`src/rtl/pipelined_param_approx_wallace_mult.sv`:
```
// Pipelined WIDTH x WIDTH multiplier. When requested, the low APPROX_COLS columns are OR-reduced.
// Optional macro APPROX_ERR_STATS_EN adds clear_stats/err_acc, a saturating accumulated-error counter.
module pipelined_param_approx_wallace_mult #(
    parameter int WIDTH       = 8,
    parameter int APPROX_COLS = 4,
    parameter int PIPE_STAGES = 2
) (
    input  logic               clk,
    input  logic               rst_n,
    input  logic               in_valid,
    output logic               in_ready,
    input  logic [WIDTH-1:0]   a,
    input  logic [WIDTH-1:0]   b,
    input  logic               approx_en,
`ifdef APPROX_ERR_STATS_EN
    input  logic               clear_stats,
    output logic [31:0]        err_acc,
`endif
    output logic               out_valid,
    input  logic               out_ready,
    output logic [2*WIDTH-1:0] product,
    output logic               out_approx
);
    localparam int PW   = 2 * WIDTH;
    localparam int HALF = WIDTH / 2;

    function automatic logic [PW-1:0] approx_mask_f();
        logic [PW-1:0] m;
        m = {PW{1'b0}};
        for (int c = 0; c < PW; c++) begin
            m[c] = (c < APPROX_COLS) ? 1'b1 : 1'b0;
        end
        return m;
    endfunction

    localparam logic [PW-1:0] APPROX_MASK = approx_mask_f();

    logic [PW-1:0] row_s;
    logic [PW-1:0] col_or_s;
    logic [PW-1:0] sum_lo_s;
    logic [PW-1:0] sum_hi_s;
    logic [PW-1:0] sum_a_s;

    // Partial-product rows: approximate columns are OR-ed (no carries), the rest summed in two halves.
    always_comb begin
        row_s    = {PW{1'b0}};
        col_or_s = {PW{1'b0}};
        sum_lo_s = {PW{1'b0}};
        sum_hi_s = {PW{1'b0}};
        for (int i = 0; i < WIDTH; i++) begin
            row_s = b[i] ? (PW'(a) << i) : {PW{1'b0}};
            if (approx_en) begin
                col_or_s = col_or_s | (row_s & APPROX_MASK);
                row_s    = row_s & ~APPROX_MASK;
            end else begin
                col_or_s = col_or_s;
            end
            if (i < HALF) begin
                sum_lo_s = sum_lo_s + row_s;
            end else begin
                sum_hi_s = sum_hi_s + row_s;
            end
        end
        // Masked rows leave the approximate columns of sum_lo_s at zero.
        sum_a_s = sum_lo_s | col_or_s;
    end

    logic [PIPE_STAGES-1:0] valid_r;
    logic [PIPE_STAGES-1:0] load_s;
    logic [PIPE_STAGES-1:0] vin_s;
    logic                   all_full_s;
    logic                   run_r;
    logic                   accept_s;

    // A stage loads unless it and every stage downstream of it are full and the output is stalled.
    always_comb begin
        load_s     = {PIPE_STAGES{1'b0}};
        all_full_s = 1'b1;
        for (int k = PIPE_STAGES - 1; k >= 0; k--) begin
            all_full_s = all_full_s & valid_r[k];
            load_s[k]  = out_ready | ~all_full_s;
        end
    end

    // Valid bit presented to each stage by its upstream neighbour.
    always_comb begin
        vin_s    = {PIPE_STAGES{1'b0}};
        vin_s[0] = accept_s;
        for (int k = 1; k < PIPE_STAGES; k++) begin
            vin_s[k] = valid_r[k-1];
        end
    end

    assign in_ready  = run_r & load_s[0];
    assign accept_s  = in_valid & in_ready;
    assign out_valid = valid_r[PIPE_STAGES-1];

    // Stage occupancy; run_r keeps in_ready low until the first edge after reset release.
    always_ff @(posedge clk or negedge rst_n) begin
        if (!rst_n) begin
            run_r   <= 1'b0;
            valid_r <= {PIPE_STAGES{1'b0}};
        end else begin
            run_r <= 1'b1;
            for (int k = 0; k < PIPE_STAGES; k++) begin
                if (load_s[k]) begin
                    valid_r[k] <= vin_s[k];
                end else begin
                    valid_r[k] <= valid_r[k];
                end
            end
        end
    end

    logic [PW-1:0] fin_a_s;
    logic [PW-1:0] fin_b_s;
    logic          fin_ap_s;
`ifdef APPROX_ERR_STATS_EN
    logic [PW-1:0] exact_s;
    logic [PW-1:0] fin_exact_s;
    assign exact_s = PW'(a) * PW'(b);
`endif

    generate
        if (PIPE_STAGES > 1) begin : g_mid
            localparam int NM = PIPE_STAGES - 1;
            logic [PW-1:0] pa_r [NM];
            logic [PW-1:0] pb_r [NM];
            logic          ap_r [NM];
`ifdef APPROX_ERR_STATS_EN
            logic [PW-1:0] ex_r [NM];
`endif
            // Partial-sum stages ahead of the final add; data only moves with a valid beat.
            always_ff @(posedge clk or negedge rst_n) begin
                if (!rst_n) begin
                    for (int k = 0; k < NM; k++) begin
                        pa_r[k] <= {PW{1'b0}};
                        pb_r[k] <= {PW{1'b0}};
                        ap_r[k] <= 1'b0;
`ifdef APPROX_ERR_STATS_EN
                        ex_r[k] <= {PW{1'b0}};
`endif
                    end
                end else begin
                    if (load_s[0] & accept_s) begin
                        pa_r[0] <= sum_a_s;
                        pb_r[0] <= sum_hi_s;
                        ap_r[0] <= approx_en;
`ifdef APPROX_ERR_STATS_EN
                        ex_r[0] <= exact_s;
`endif
                    end
                    for (int k = 1; k < NM; k++) begin
                        if (load_s[k] & valid_r[k-1]) begin
                            pa_r[k] <= pa_r[k-1];
                            pb_r[k] <= pb_r[k-1];
                            ap_r[k] <= ap_r[k-1];
`ifdef APPROX_ERR_STATS_EN
                            ex_r[k] <= ex_r[k-1];
`endif
                        end
                    end
                end
            end
            assign fin_a_s  = pa_r[NM-1];
            assign fin_b_s  = pb_r[NM-1];
            assign fin_ap_s = ap_r[NM-1];
`ifdef APPROX_ERR_STATS_EN
            assign fin_exact_s = ex_r[NM-1];
`endif
        end else begin : g_direct
            assign fin_a_s  = sum_a_s;
            assign fin_b_s  = sum_hi_s;
            assign fin_ap_s = approx_en;
`ifdef APPROX_ERR_STATS_EN
            assign fin_exact_s = exact_s;
`endif
        end
    endgenerate

`ifdef APPROX_ERR_STATS_EN
    logic [PW-1:0] exact_r;
`endif

    // Output register; the final carry-propagate add feeds it directly.
    always_ff @(posedge clk or negedge rst_n) begin
        if (!rst_n) begin
            product    <= {PW{1'b0}};
            out_approx <= 1'b0;
`ifdef APPROX_ERR_STATS_EN
            exact_r    <= {PW{1'b0}};
`endif
        end else if (load_s[PIPE_STAGES-1] & vin_s[PIPE_STAGES-1]) begin
            product    <= fin_a_s + fin_b_s;
            out_approx <= fin_ap_s;
`ifdef APPROX_ERR_STATS_EN
            exact_r    <= fin_exact_s;
`endif
        end
    end

`ifdef APPROX_ERR_STATS_EN
    logic [PW-1:0] err_s;
    logic [64:0]   err_sum_s;

    // Error of the beat currently on the output, added to the running total.
    always_comb begin
        err_s     = exact_r - product;
        err_sum_s = 65'(err_acc) + 65'(err_s);
    end

    // Saturating error accumulator; clear wins over an add in the same cycle.
    always_ff @(posedge clk or negedge rst_n) begin
        if (!rst_n) begin
            err_acc <= 32'd0;
        end else if (clear_stats) begin
            err_acc <= 32'd0;
        end else if (out_valid & out_ready & out_approx) begin
            err_acc <= (err_sum_s > 65'h0_FFFF_FFFF) ? 32'hFFFF_FFFF : err_sum_s[31:0];
        end
    end
`endif
endmodule

```
`config.mk`:
```
export PLATFORM = sky130hd
export DESIGN_NAME = pipelined_param_approx_wallace_mult
export DESIGN_NICKNAME = d
export VERILOG_FILES = /design/src/rtl/pipelined_param_approx_wallace_mult.sv
export SDC_FILE = /design/constraint.sdc
export NUM_CORES = 1
export LEC_CHECK = 0
export CAP_MARGIN = 10
export CORE_UTILIZATION = 43
export CTS_BUF_LIST = sky130_fd_sc_hd__clkbuf_4 sky130_fd_sc_hd__clkbuf_8
export DETAILED_ROUTE_END_ITERATION = 16
export PLACE_DENSITY = 0.75
export SLEW_MARGIN = 20
export SYNTH_ARGS = -nofsm -noshare
export SYNTH_HDL_FRONTEND = slang
export SYNTH_SLANG_ARGS = --single-unit
```
`constraint.sdc`:
```
create_clock -name clk -period 1.85 [get_ports clk]
set_input_delay 0.37 -clock clk [delete_from_list [all_inputs] [get_ports clk]]
set_output_delay 0.37 -clock clk [all_outputs]
set_load 0.02 [all_outputs]
```
==> impl_metrics.ini <==
[drt]
drc = 0
dr.first_iter.drc_count = 136
dr.pass1.iters = 5
met1_length_mm = 4.03
avgViaCountPerCell = 5.08
vias = 3291
routed-wl-met2_mm = 4.72
wl_per_cell_um = 14.2
top_layer_used = met4
antenna_left = 0
drt_wl_total_mm = 9.18
wl_met3_um = 281

[timing]
setup_viol = 22
fin_crit_sh_pct = 163
holdWs_ns = -0.00658
fin_crit_ns = 3.02
final-max-slew-violation-count = 0
rsz0062_at_grt = true
hold_violations = 13
fin_ws_ns = -1.17
fmax_mhz = 331
finClkSkew_ns = 0.00751

[worst_setup_path]
reg2reg_depth = 9
crit-reg2reg-launch = fin_a_s[4]
worstPathMaxFanout = 3
crit_end = fin_a_s[11]
end_kind = flop
cp-startpoint = approx_en
ff2ff_setup_slack_ns = -0.16
cp.arrival_ns = 3.21
startpoint_type = input port
reg2reg_to = product[10]
crit_required_ns = 2.04
criticalPathCategory = in -> reg

[clocking]
holdBufCountCts = 0
clockBufferDepth = 2
cts_made_buffers = 5
clkTransAtPathRegs_ns = 0.09
cts_tree = yes
h-tree-depth = 2
cts_root_buf = clkbuf_8
clk_latency_ns = 0.30
numClockSinks = 45

[global_routing]
grt_max_degree = 25
track_usage_pct = 21.5
gr-total-overflow = 0
first_global_vias = 3435
antenna_found_initial = 0
grt_pass1_wl_mm = 15.5

[logic_synthesis]
synth_nets = 508
synth.cell_area_um2 = 3810
async_reset_ff_share_pct = 100
synth.distinct_cells = 44
synth_top_area_cell = dfrtp_1
yosysMostFrequentCell = nand2_1
synth_ff_type = dfrtp_1
synth_top_area_share_pct = 29.5
synthTopCellsByCount = 79 x nand2_1, 45 x dfrtp_1, 42 x inv_1
syn_avg_cell_area_um2 = 8.99
ys_ff_latch = 45
yosys-top-cells-area = dfrtp_1 30%, fa_1 14%, ha_1 12%
yosys_warnings = 0
synth_edf_count = 0
ys_seq_area_share_pct = 29.5
netlist_instances = 424

[finish]
area_growth_pct = 43.6
fin_util_pct = 65.3
multi_input_area_um2 = 2820
fin_cells = 648
num_antenna_cells = 0
fin_nets = 626
drive_gt1_share_pct = 33.1
fill_cells = 645
ff_latch_area_um2 = 1130

[hold_path]
hold_class = in -> async

[outcome]
violations = hold timing, setup timing
status = finished with violations

[place]
place_ws_ns = -1.88
io_buffers = 39
placed_cells = 626
hpwl_mm = 6.83
gp_congestion = 0.834

[power]
ir_drop_mv = 0.471
p_leak_nw = 2.68
powerDensity_nw_per_um2 = 985

[floorplanning]
fp.coreArea_um2 = 8380
num_rows = 33
io-pin-count = 40
die_w_um = 96.2
start_util_pct = 45.5
dieArea_um2 = 9250
die_h_um = 96.2

[run]
drv_cap = 0
[flip-flops by register name, indices dropped and copies added, names as in the netlist]
register,count
fin_a_s,12
fin_ap_s,1
product,16
out_approx,1
valid_r,2
fin_b_s,12
run_r,1
[stage by stage]
step	cell area [um^2]	power [mW]	TNS, ns
after floorplan	3960	3.02	-15.91
after global routing	5470	5.80	-16.36
final	5470	5.39	-14.45
after global placement	4910	3.91	-28.64
after CTS	5310	5.07	-13.44
after detailed placement	4910	4.02	-30.25
[placed cells by master (no fill, tap or decap), types with 8 or more instances in the layout]
cell type        synthesis  layout
clkdlybuf4s50_1          0      20
inv_2                    0       8
o21ai_1                  2      22
ha_1                    36      23
inv_1                   42      34
xor2_1                  15      15
nand2_1                 79      76
and2_1                  34      25
a21oi_1                 17      12
fa_1                    27      22
buf_6                    0      19
ha_4                     0      11
o21ai_0                 33      11
dfrtp_1                 45      45
and2_4                   0       9
buf_4                    0      71
[per-layer routing]
layer,track usage (%),up-vias
li1,-,1649
met1,26.9,1562
met2,38.7,68
met3,2.13,12
met4,6.34,0
met5,0,-
[area by class of cell]
type | count | share of cell area, %
flip-flops and latches | 45 | 20.6
clock inverters | 2 | 0.709
well taps | 105 | 2.40
multi-input cells | 323 | 51.6
inverters | 42 | 2.88
clock buffers | 6 | 1.39
repair buffers | 125 | 20.5
[where the power goes]
part	switching, mW	internal (mW)
clock	0.332	0.420
combinational	1.50	1.65
sequential	0.215	1.28
[worst min-delay path by stage]
stage                     startpoint    endpoint  slack [ns]  cells after the start
after floorplan                rst_n  fin_a_s[0]        0.07                      0
after global routing           rst_n  product[1]        0.03                      1
after detailed placement       rst_n  fin_a_s[2]        0.33                      1
after CTS                      rst_n  fin_a_s[2]        0.01                      1
after global placement         rst_n  fin_a_s[1]        0.33                      1
final                          rst_n  fin_a_s[2]      -0.007                      1
[cell families after synthesis]
logic type	count (synthesis)	synth area share [%]
xor gates and xnor gates	19	4.36
other	1	0.0984
buffers and inverters	56	5.61
AOI/OAI and AO/OA	93	15.1
muxes	6	1.77
and+or+nand+nor	141	17.5
DFF	45	29.5
adders and majority gates	63	26.0
[critical path, cell delays in order]
cell,delay [ns]
buf_6,0.10
buf_6,0.11
nor2b_4,0.11
and2_4,0.16
fa_1,0.42
fa_1,0.49
ha_2,0.21
fa_2,0.36
a211oi_2,0.22
o21ai_1,0.12
o31ai_2,0.21
xor2_1,0.22
o21ai_1,0.09
[what timing repair did]
| item | in CTS | in global routing |
|---|---|---|
| gates resized for setup | 133 | 37 |
| pin swaps | 49 | 44 |
| setup buffers | 12 | 8 |
| endpoints found under the setup margin | 26 | 26 |
| gates cloned | 0 | 0 |
Note: power is estimated with default switching activity, not from simulation.
